--- src/rtl/quad_step_gen.sv ---
// Quadrature step generator: emits a Gray-coded A/B phase sequence, one phase
// change per step, for a loaded step count, direction and step period.
module quad_step_gen #(
   parameter int N     = 8,
   parameter int DIV_W = 8
) (
   input  logic             clk,
   input  logic             rst_n,
   input  logic             Load,
   input  logic             Din,
   input  logic [N-1:0]     In,
   input  logic [DIV_W-1:0] Period,
   input  logic             En,
   input  logic             Abort,
   output logic             A,
   output logic             B,
   output logic             Step,
   output logic             Dir,
   output logic             Busy,
   output logic             Done,
   output logic [N-1:0]     Remaining
);

   typedef enum logic {IDLE, RUN} state_t;

   state_t           state_q, state_d;
   logic [1:0]       phase_q, phase_d;
   logic [DIV_W-1:0] timer_q, timer_d;
   logic [DIV_W-1:0] period_q, period_d;
   logic [N-1:0]     rem_q, rem_d;
   logic             dir_q, dir_d;
   logic             step_q, step_d;
   logic             done_q, done_d;
   logic [DIV_W-1:0] period_eff;

   // Gray sequence 00 -> 01 -> 11 -> 10 going up; reversed going down.
   function automatic logic [1:0] next_phase(input logic [1:0] ph, input logic up);
      logic [1:0] nx;
      case (ph)
         2'b00:   nx = up ? 2'b01 : 2'b10;
         2'b01:   nx = up ? 2'b11 : 2'b00;
         2'b11:   nx = up ? 2'b10 : 2'b01;
         default: nx = up ? 2'b00 : 2'b11;
      endcase
      return nx;
   endfunction

   assign period_eff = (Period == '0) ? DIV_W'(1) : Period;

   always_comb begin
      state_d  = state_q;
      phase_d  = phase_q;
      timer_d  = timer_q;
      period_d = period_q;
      rem_d    = rem_q;
      dir_d    = dir_q;
      step_d   = 1'b0;
      done_d   = 1'b0;
      case (state_q)
         IDLE: begin
            if (Load) begin
               if (In != '0) begin
                  rem_d    = In;
                  dir_d    = Din;
                  period_d = period_eff;
                  timer_d  = period_eff - DIV_W'(1);
                  state_d  = RUN;
               end else begin
                  done_d = 1'b1;
               end
            end
         end
         RUN: begin
            // Abort wins over a step falling due on the same edge.
            if (Abort) begin
               rem_d   = '0;
               state_d = IDLE;
            end else if (En) begin
               if (timer_q != '0) begin
                  timer_d = timer_q - DIV_W'(1);
               end else begin
                  phase_d = next_phase(phase_q, dir_q);
                  step_d  = 1'b1;
                  rem_d   = rem_q - N'(1);
                  timer_d = period_q - DIV_W'(1);
                  if (rem_q == N'(1)) begin
                     state_d = IDLE;
                     done_d  = 1'b1;
                  end
               end
            end
         end
         default: state_d = IDLE;
      endcase
   end

   always_ff @(posedge clk or negedge rst_n) begin
      if (!rst_n) begin
         state_q  <= IDLE;
         phase_q  <= 2'b00;
         timer_q  <= '0;
         period_q <= '0;
         rem_q    <= '0;
         dir_q    <= 1'b0;
         step_q   <= 1'b0;
         done_q   <= 1'b0;
      end else begin
         state_q  <= state_d;
         phase_q  <= phase_d;
         timer_q  <= timer_d;
         period_q <= period_d;
         rem_q    <= rem_d;
         dir_q    <= dir_d;
         step_q   <= step_d;
         done_q   <= done_d;
      end
   end

   assign A         = phase_q[1];
   assign B         = phase_q[0];
   assign Step      = step_q;
   assign Dir       = dir_q;
   assign Busy      = (state_q == RUN);
   assign Done      = done_q;
   assign Remaining = rem_q;

endmodule

--- config.mk ---
export PLATFORM = sky130hd
export DESIGN_NAME = quad_step_gen
export DESIGN_NICKNAME = d
export VERILOG_FILES = /design/src/rtl/quad_step_gen.sv
export SDC_FILE = /design/constraint.sdc
export NUM_CORES = 1
export LEC_CHECK = 0
export ABC_AREA = 1
export BUFFER_PORTS_ARGS = -buffer_cell sky130_fd_sc_hd__buf_2
export CAP_MARGIN = 5
export CORE_MARGIN = 2
export CORE_UTILIZATION = 55
export CTS_CLUSTER_DIAMETER = 100
export DETAILED_ROUTE_END_ITERATION = 10
export PLACE_DENSITY_LB_ADDON = 0.05
export SYNTH_ARGS = -nofsm -noshare
export SYNTH_HDL_FRONTEND = slang
export SYNTH_SLANG_ARGS = --single-unit
--- constraint.sdc ---
create_clock -name clk -period 1.93 [get_ports clk]
set_input_delay 0 -clock clk [delete_from_list [all_inputs] [get_ports clk]]
set_output_delay 0 -clock clk [all_outputs]
set_load 0.1 [all_outputs]
==> results.json, run 1 <==
{
  "syn_area_um2": 1931,
  "ios": 36,
  "tritoncts": "done",
  "antenna_found_initial": 0,
  "reg2reg_depth": 6,
  "period_needed_ns": 1.806,
  "clock_latency_ns": 0.34,
  "die_y_um": 63.25,
  "power.leakage_nw": 1.215,
  "tns_ns": 0,
  "grt_pass1_wl_um": 7776,
  "final_antenna_net_count": 0,
  "drv_slew": 0,
  "startpoint_type": "flip-flop",
  "rsz0062_at_grt": "no",
  "outcome": "complete, no violations",
  "first_pass_iters": 4,
  "clk_pin_slew_ns": 0.10,
  "cp.required_ns": 2.22,
  "drcViolationCount": 0,
  "grt_max_degree": 31,
  "core-area_um2": 3363,
  "overflow": 0,
  "synth_cells": 262,
  "cts-root-buf": "clkbuf_4",
  "yosysSeqAreaShare": 0.3889,
  "dieArea_um2": 4000,
  "syn_nets": 287,
  "hold_violations": 0,
  "clockBufferDepth": 2,
  "cap_viol_max_count": 0,
  "port_buffers": 35,
  "hold_buffers": 13,
  "place_inst": 339,
  "setup.worst_path.class": "reg -> reg",
  "skew_ns": 0.01328,
  "num_rows": 21,
  "die_x_um": 63.25,
  "drive_gt1_frac": 0.2389,
  "endpoint_kind": "flip-flop",
  "num_antenna_cells": 0,
  "start_util": 0.5740,
  "drt_iter0_markers": 86,
  "numCtsBuffers": 5,
  "ys_ff_latch": 30,
  "area_delta_synth_final_pct": 19.31,
  "post_cts_resized": 0,
  "routed_wl_um": 4314,
  "via_count": 1771,
  "cts_sinks": 30,
  "ys_warn_count": 0,
  "globalplace.congestion": 0.8606,
  "postSynthAreaPerCell_um2": 7.369,
  "fmaxAchievable_mhz": 553.7,
  "slew_headroom": 0.5598,
  "worst_pin_slew_ns": 0.6603,
  "postCtsSetupBuffers": 0,
  "ir_worst_vdd_uv": 1036,
  "fin_nets": 338,
  "htree_levels": 2,
  "vias_per_cell": 4.919,
  "holdPathStages": 5,
  "dpl.hpwl_um": 3090,
  "hold_path.class": "in -> reg",
  "cp_data_arrival_time_ns": 2.10,
  "ys_types": 33,
  "routedWlPerCell_um": 11.98,
  "power.density_nw_per_um2": 1249,
  "final_cells": 360,
  "track_usage": 0.2486,
  "setup_violations": 0,
  "critical_path.max_fanout": 16,
  "grt_pass1_vias": 1741,
  "finalCritPeriodShare": 0.9358
}
-- logic make-up (layout without fill, tap and decap cells) --
group,Yosys count,in the layout,synth area share
compound gates,34,34,0.1167
xor+xnor,5,5,0.02269
fa+ha+maj,3,3,0.01944
buf+inv,40,92,0.09980
flops,30,30,0.3889
mux,1,1,0.005832
simple gates,149,149,0.3467
-- report_power, final --
part / switching, mW / internal, mW / total, mW / leakage, nW
clock network: 0.224 / 0.138 / 0.362 / 0.0320
registers: 0.162 / 0.816 / 0.978 / 0.374
logic: 1.13 / 0.404 / 1.54 / 0.810
-- sequential cells by signal (all words and copies together), names as in the netlist --
name / flops
phase_q: 2
Dir: 1
Busy: 1
period_q: 8
Done: 1
Remaining: 8
Step: 1
timer_q: 8
-- area by class of cell --
type / count / area, um2
multi-input combinational: 192 / 987.2
inverter: 33 / 126.4
sequential: 30 / 753.2
clock inverter: 2 / 10.01
fill: 307 / 1060
clock buffer: 6 / 41.29
timing repair buffer: 51 / 327.8
tap: 46 / 57.56
-- critical path, stage by stage (launching register included) --
cell and delay, ns:
dfrtp_2 0.43, buf_4 0.21, nor3_4 0.20, buf_4 0.18, nor2_1 0.05, a31oi_1 0.12
dlygate4sd3_1 0.56
-- final timing paths --
check / end / slack [ns] / startpoint
max: period_q[0] / 0.12 / Busy
max reg2reg: period_q[0] / 0.12 / Busy
min: Remaining[5] / 0.03 / In[5]
min in group asynchronous: Step / 0.21 / rst_n
max in group asynchronous: Remaining[0] / 1.24 / rst_n
min reg2reg: period_q[3] / 0.49 / period_q[3]
-- placed cells by master (no fill, tap or decap), drive strengths merged, types with 2 or more instances in the layout --
cell and count:
xnor2 3, o21ai 23, xor2 2, o22ai 3
ha 3, nand3 15, clkbuf 6, nor3 5
buf 38, nand2 92, nor2 33, a31oi 2
clkinv 2, inv 33, a21oi 2, or2 2
dfrtp 30, dlygate4sd3 13
-- per-layer routing --
metal / global-route usage / routed length, um / part of all wire
met1: 0.3453 / 2146 / 0.50
met2: 0.3936 / 1904 / 0.44
met3: 0.05000 / 223 / 0.052
met4: 0.07609 / 40 / 0.0093
met5: 0 / 0 / 0
-- cells in the mapped netlist --
cell type / instances / area share
nand2_2: 7 / 0.023
inv_2: 3 / 0.0058
xor2_1: 2 / 0.0091
ha_1: 3 / 0.019
o22ai_1: 3 / 0.0097
nor2_8: 1 / 0.010
nor2_1: 29 / 0.056
xnor2_1: 3 / 0.014
nor3_1: 3 / 0.0078
a31oi_1: 2 / 0.0065
a32o_1: 1 / 0.0052
nand3_1: 15 / 0.039
dfrtp_1: 30 / 0.39
nand4_1: 1 / 0.0032
buf_2: 2 / 0.0052
inv_4: 1 / 0.0032
nand2_1: 85 / 0.17
o21ai_0: 11 / 0.029
buf_6: 5 / 0.029
mux2_1: 1 / 0.0058
o21ai_2: 9 / 0.041
nor3_4: 2 / 0.017
a21oi_1: 2 / 0.0052
or2_1: 1 / 0.0032
o21a_1: 1 / 0.0039
a211o_1: 1 / 0.0045
o21ai_1: 3 / 0.0078
nor4_2: 1 / 0.0065
a22o_1: 1 / 0.0045
or2_2: 1 / 0.0032
nor2_4: 1 / 0.0058
nor2_2: 2 / 0.0065
inv_1: 29 / 0.056
-- metrics by stage --
stage,total power [mW],setup slack [ns],util,instance area (um2),hold WS [ns]
4_1_cts,2.891,0.1350,0.6849,2303,0.02347
6_report,2.877,0.1238,0.6849,2303,0.02806
3_3_place_gp,2.475,0.2439,0.6310,2122,0.07527
5_1_grt,3.098,0.02326,0.6849,2303,0.05888
3_5_place_dp,2.488,0.2193,0.6310,2122,0.07135
2_1_floorplan,2.228,0.02800,-,1933,-0.2956
Note: power is estimated with default switching activity, not from simulation.
==> run 2, diff against run 1 <==
==> constraint.sdc (replaced) <==
create_clock -name clk -period 1.69 [get_ports clk]
set_input_delay 0 -clock clk [delete_from_list [all_inputs] [get_ports clk]]
set_output_delay 0 -clock clk [all_outputs]
set_load 0.1 [all_outputs]
==> run 2 against run 1 <==
Against the previous run: maximum frequency is 7.5% higher; critical endpoint is now timer_q[5]; wire length is 7.2% higher; register-to-register slack worse by 0.11 ns; sequential power rose by 15%; clock-buffer cell count is 1 higher; power grew 23%; non-clock buffer count grew 8; largest cell class unchanged; final area grew 6.5%.
==> results.json, run 2 (same netlist as run 1, synthesis figures left out) <==
{
  "die_x_um": 63.25,
  "die_y_um": 63.25,
  "grt_pass1_vias": 1815,
  "rsz0062_at_grt": "yes",
  "ir_worst_vdd_uv": 962.7,
  "slowest_stage": "dfrtp_1",
  "routedWlPerCell_um": 12.57,
  "via_count": 1852,
  "clock_latency_ns": 0.34,
  "fin_nets": 346,
  "grt_pass1_wl_um": 7893,
  "finalInstanceArea_um2": 2452,
  "slew_headroom": 0.5448,
  "final_cell_mix": "79 x nand2_1, 35 x buf_2, 29 x inv_1, 26 x nor2_1, 24 x dfrtp_1",
  "start_util": 0.5740,
  "port_buffers": 35,
  "startpoint_type": "flip-flop",
  "dieArea_um2": 4000,
  "vias_per_cell": 5.033,
  "hold_violations": 0,
  "final_common_cell": "nand2_1",
  "cp.required_ns": 1.92,
  "core-area_um2": 3363,
  "globalplace.congestion": 0.7974,
  "nFillCells": 294,
  "drive_gt1_frac": 0.3168,
  "power.leakage_nw": 1.268,
  "setup_violations": 0,
  "hold_path.class": "in -> reg",
  "period_needed_ns": 1.680,
  "first_pass_iters": 4,
  "drv_slew": 0,
  "skew_ns": 0.01138,
  "antenna_found_initial": 0,
  "postPlaceCellArea_um2": 2161,
  "register_area_um2": 760.7,
  "hold_slack_ns": 0.01580,
  "fmaxAchievable_mhz": 595.4,
  "endpoint_kind": "flip-flop",
  "drt_iter0_markers": 109,
  "finalCoreUtilization": 0.7292,
  "cap_viol_max_count": 0,
  "clk_pin_slew_ns": 0.10,
  "grt_use_met1": 0.3345,
  "area_delta_synth_final_pct": 27.03,
  "multiInputGateArea_um2": 1055,
  "final_antenna_net_count": 0,
  "cp_data_arrival_time_ns": 1.91,
  "slowest_delay_ns": 0.41,
  "crit_top_cell": "nand2_1",
  "dpl.hpwl_um": 3231,
  "power.density_nw_per_um2": 1440,
  "cts_sinks": 30,
  "clockBufferDepth": 2,
  "cts-root-buf": "clkbuf_4",
  "met2_usage": 0.4136,
  "critical_path.max_fanout": 6,
  "outcome": "complete, no violations",
  "numCtsBuffers": 5,
  "grt_max_degree": 31,
  "worstPathCellList": "nor2_2 -> nand2_2 -> nor2_8 -> buf_6 -> nand2_1 -> nand2_1 -> nand2_2 -> nand2_1 -> nor2_1 -> nand2_1 -> nand2_1 -> nand3_1 -> nand2_1",
  "setup.worst_path.class": "reg -> reg",
  "use_met3": 0.06250,
  "drcViolationCount": 0,
  "worst_pin_slew_ns": 0.6827,
  "tritoncts": "done",
  "ios": 36,
  "routed_wl_um": 4626,
  "num_antenna_cells": 0,
  "finalCritPeriodShare": 0.9939,
  "track_usage": 0.2554,
  "htree_levels": 2,
  "num_rows": 21,
  "grt-busiest-layer": "met2",
  "overflow": 0
}
## run 2: timing repair
item	4_1_cts	5_1_grt
gates resized for setup	3	16
endpoints found under the setup margin	1	10
hold buffers	11	1
hold endpoints to repair	40	1
buffers inserted	4	4
pin swaps	1	17
## run 2: per-layer routing
metal  vias up  share of wire
met4         0          0.017
li1        945              -
met5         -              0
met3         7          0.048
met2        45           0.47
met1       855           0.47
## run 2: power by group
group,internal [mW],leakage (nW),total (mW),switching (mW)
clock,0.201,0.0353,0.460,0.259
sequential,0.939,0.369,1.12,0.184
combinational,0.572,0.864,1.95,1.38
## run 2: stage by stage
stage	setup TNS, ns	total power [mW]	cells	setup slack [ns]
6_report	0	3.530	368	0.01038
5_1_grt	-0.2011	3.764	368	-0.09944
4_1_cts	0	3.433	364	0.007148
3_5_place_dp	0	2.897	341	0.02407
3_3_place_gp	0	2.873	341	0.07423
2_1_floorplan	-0.1028	2.578	262	-0.07730
## run 2: final cells by class
type / count / share of cell area
clock buffers: 7 / 0.02245
clock inverters: 1 / 0.002041
inverters: 33 / 0.05153
multi-input cells: 192 / 0.4301
flip-flops and latches: 30 / 0.3102
well taps: 46 / 0.02347
repair buffers: 59 / 0.1602
## run 2: critical path: cells and delay by family (launching register included)
family | cells | cell delay [ns]
DFF | 1 | 0.41
buffers and inverters | 1 | 0.14
and+or+nand+nor | 12 | 1.02
## run 2: path summary, 6_finish.rpt
path                        startpoint            to  depth (start not counted)  slack [ns]
max                         timer_q[3]    timer_q[5]                         13        0.01
min                                 En          Step                          3        0.02
max reg2reg                 timer_q[3]    timer_q[5]                         13        0.01
min reg2reg                period_q[7]   period_q[7]                          2        0.48
max in group asynchronous        rst_n  Remaining[3]                          2        0.97
min in group asynchronous        rst_n          Step                          2        0.22
==> run 3, diff against run 2 <==
--- a/config.mk
+++ b/config.mk
@@ -8,11 +8,13 @@
 export ABC_AREA = 1
 export BUFFER_PORTS_ARGS = -buffer_cell sky130_fd_sc_hd__buf_2
 export CAP_MARGIN = 5
+export CELL_PAD_IN_SITES_DETAIL_PLACEMENT = 1
+export CELL_PAD_IN_SITES_GLOBAL_PLACEMENT = 1
 export CORE_MARGIN = 2
-export CORE_UTILIZATION = 55
-export CTS_CLUSTER_DIAMETER = 100
+export CORE_UTILIZATION = 40
 export DETAILED_ROUTE_END_ITERATION = 10
 export PLACE_DENSITY_LB_ADDON = 0.05
+export SETUP_SLACK_MARGIN = 0.02
 export SYNTH_ARGS = -nofsm -noshare
 export SYNTH_HDL_FRONTEND = slang
 export SYNTH_SLANG_ARGS = --single-unit
==> run 3 against run 2 <==
Against the previous run: clock power is 60% higher; the run now ends with setup timing left; worst hold slack improved by 0.013 ns; clock-buffer cell count fell by 2; die area up 35%; sequential share of layout area fell by 1.6 points; register-to-register slack worse by 0.03 ns; global-route usage decreased by 3.7 points; final area up 6.1%; maximum frequency down 1.8%; final cell count grew 1.4%; sequential power up 4%; power up 13%.
==> results.json, run 3 (same netlist as run 1, synthesis figures left out) <==
{
  "globalplace.congestion": 0.7500,
  "fin_nets": 343,
  "overflow": 0,
  "drive_gt1_frac": 0.3856,
  "clock_latency_ns": 0.29,
  "finalCoreUtilization": 0.5544,
  "area_delta_synth_final_pct": 34.74,
  "cap_viol_max_count": 0,
  "die_y_um": 73.48,
  "drcViolationCount": 0,
  "violations": "setup timing",
  "pwr-share-comb": 0.527,
  "worst_pin_slew_ns": 0.7024,
  "fmaxAchievable_mhz": 584.5,
  "die_x_um": 73.48,
  "setup_violations": 1,
  "slew_headroom": 0.5317,
  "ios": 36,
  "postPlaceCellArea_um2": 2197,
  "numCtsBuffers": 5,
  "num_rows": 25,
  "switching_share": 0.5006,
  "via_count": 1875,
  "antenna_found_initial": 0,
  "start_util": 0.4115,
  "crit_buf_inv": 0,
  "cts-root-buf": "clkbuf_8",
  "crit_top_cell": "nand2_2",
  "final_common_cell": "nand2_1",
  "skew_ns": 0.008393,
  "worstPathCellList": "nor2_2 -> nand2_2 -> nor2_8 -> nand2_2 -> nand2_2 -> nand2_4 -> ha_4 -> nand3_2 -> xor2_1 -> nand2_1 -> nand2_1",
  "final_cells": 373,
  "slowest_delay_ns": 0.40,
  "outcome": "finished with violations",
  "p_sw_mw": 2.005,
  "slowest_stage": "dfrtp_1",
  "num_antenna_cells": 0,
  "routedWlPerCell_um": 15.13,
  "power.internal_mw": 2.001,
  "cp_data_arrival_time_ns": 1.94,
  "setup.worst_path.class": "reg -> reg",
  "power_mw": 4.006,
  "track_usage": 0.2187,
  "hold_violations": 0,
  "seqPwrFrac": 0.289,
  "final_cell_mix": "70 x nand2_1, 35 x buf_2, 29 x inv_1, 23 x dfrtp_1, 23 x nor2_1",
  "cts_sinks": 30,
  "clkPwrFrac": 0.184,
  "clockBufferDepth": 2,
  "routed_wl_um": 5642,
  "rrSetupSlack_ns": -0.02,
  "reg2reg_depth": 11,
  "period_needed_ns": 1.711,
  "layout_setup_ws_ns": -0.02085,
  "dpl.hpwl_um": 3946,
  "cp.depth": 11,
  "finalCritPeriodShare": 1.012,
  "core-area_um2": 4692,
  "register_area_um2": 764.5,
  "tritoncts": "done",
  "final_antenna_net_count": 0,
  "grt_pass1_wl_um": 8997,
  "nFillCells": 607,
  "place_inst": 349,
  "critical_path.max_fanout": 6,
  "cp.required_ns": 1.92,
  "hold_path.class": "in -> reg",
  "rsz0062_at_grt": "yes",
  "ir_worst_vdd_uv": 1000,
  "power.density_nw_per_um2": 1540,
  "finalInstanceArea_um2": 2601,
  "endpoint_kind": "flip-flop",
  "clk_pin_slew_ns": 0.07,
  "startpoint_type": "flip-flop",
  "drt_iter0_markers": 55,
  "htree_levels": 2,
  "dieArea_um2": 5399,
  "cpLargestDelayFamily": "simple AND/OR/NAND/NOR gates",
  "vias_per_cell": 5.027,
  "grt_max_degree": 31,
  "holdPathStages": 3,
  "grt_pass1_vias": 1892,
  "drv_slew": 0,
  "power.leakage_nw": 1.310,
  "first_pass_iters": 4,
  "port_buffers": 35,
  "multiInputGateArea_um2": 1166
}
-- run 3: cell types whose count changed in the layout (fill, tap and decap cells not counted), moves of 3 or more --
cell / before / now
nor2_1: 26 / 23
dlygate4sd3_1: 12 / 8
nand2_1: 79 / 70
clkbuf_8: 1 / 5
nand3_1: 14 / 11
nand2_4: 2 / 8
clkbuf_4: 5 / 0
nand2_2: 11 / 14
-- run 3: tightest hold or removal path, delay by kind of cell --
kind,cells,cell delay (ns)
compound gates,1,0.13
buf+inv,2,0.15
-- run 3: stage by stage --
stage / worst slack [ns] / TNS, ns / hold WS, ns
6_report: -0.02085 / -0.02085 / 0.02845
3_5_place_dp: 0.008988 / 0 / 0.09627
3_3_place_gp: 0.02976 / 0 / 0.08439
5_1_grt: -0.08646 / -0.2887 / 0.04584
2_1_floorplan: -0.04435 / -0.06982 / -0.2956
4_1_cts: 0.02413 / 0 / 0.02283
-- run 3: metal layers --
metal / vias to the layer above / wire [um] / track usage / share of wire
li1: 940 / - / - / -
met1: 891 / 2747 / 0.3108 / 0.49
met2: 35 / 2583 / 0.3333 / 0.46
met3: 9 / 217 / 0.04527 / 0.038
met4: 0 / 93 / 0.06667 / 0.016
met5: - / 0 / 0 / 0
-- run 3: power by group through the flow --
stage | clock, mW | sequential (mW) | combinational [mW]
after detailed placement | 0 | 1.15 | 1.82
after global routing | 0.788 | 1.19 | 2.29
after CTS | 0.761 | 1.14 | 1.88
after global placement | 0 | 1.15 | 1.79
final | 0.735 | 1.16 | 2.11
after floorplan | 0 | 1.71 | 0.886
-- run 3: area by class of cell --
cell class	instances	area share
tap	54	0.02597
timing repair inverter	1	0.002405
inverter	33	0.05051
timing repair buffer	55	0.1371
sequential	30	0.2939
clock inverter	3	0.01539
clock buffer	5	0.02646
multi-input combinational	192	0.4483
-- run 3: path summary, 6_finish.rpt --
check                                to        start
setup / recovery             timer_q[4]   timer_q[6]
hold / removal              period_q[0]    Period[0]
setup reg to reg             timer_q[4]   timer_q[6]
hold reg to reg             period_q[5]  period_q[5]
max in group asynchronous          Busy        rst_n
min in group asynchronous  Remaining[6]        rst_n
-- run 3: repair_timing --
action / CTS / global route
hold endpoints to repair: 37 / 0
buffers inserted: 4 / 3
hold buffers: 8 / 0
resized for setup: 2 / 44
cloned: 0 / 1
pin swaps: 1 / 15
endpoints found under the setup margin: 3 / 18
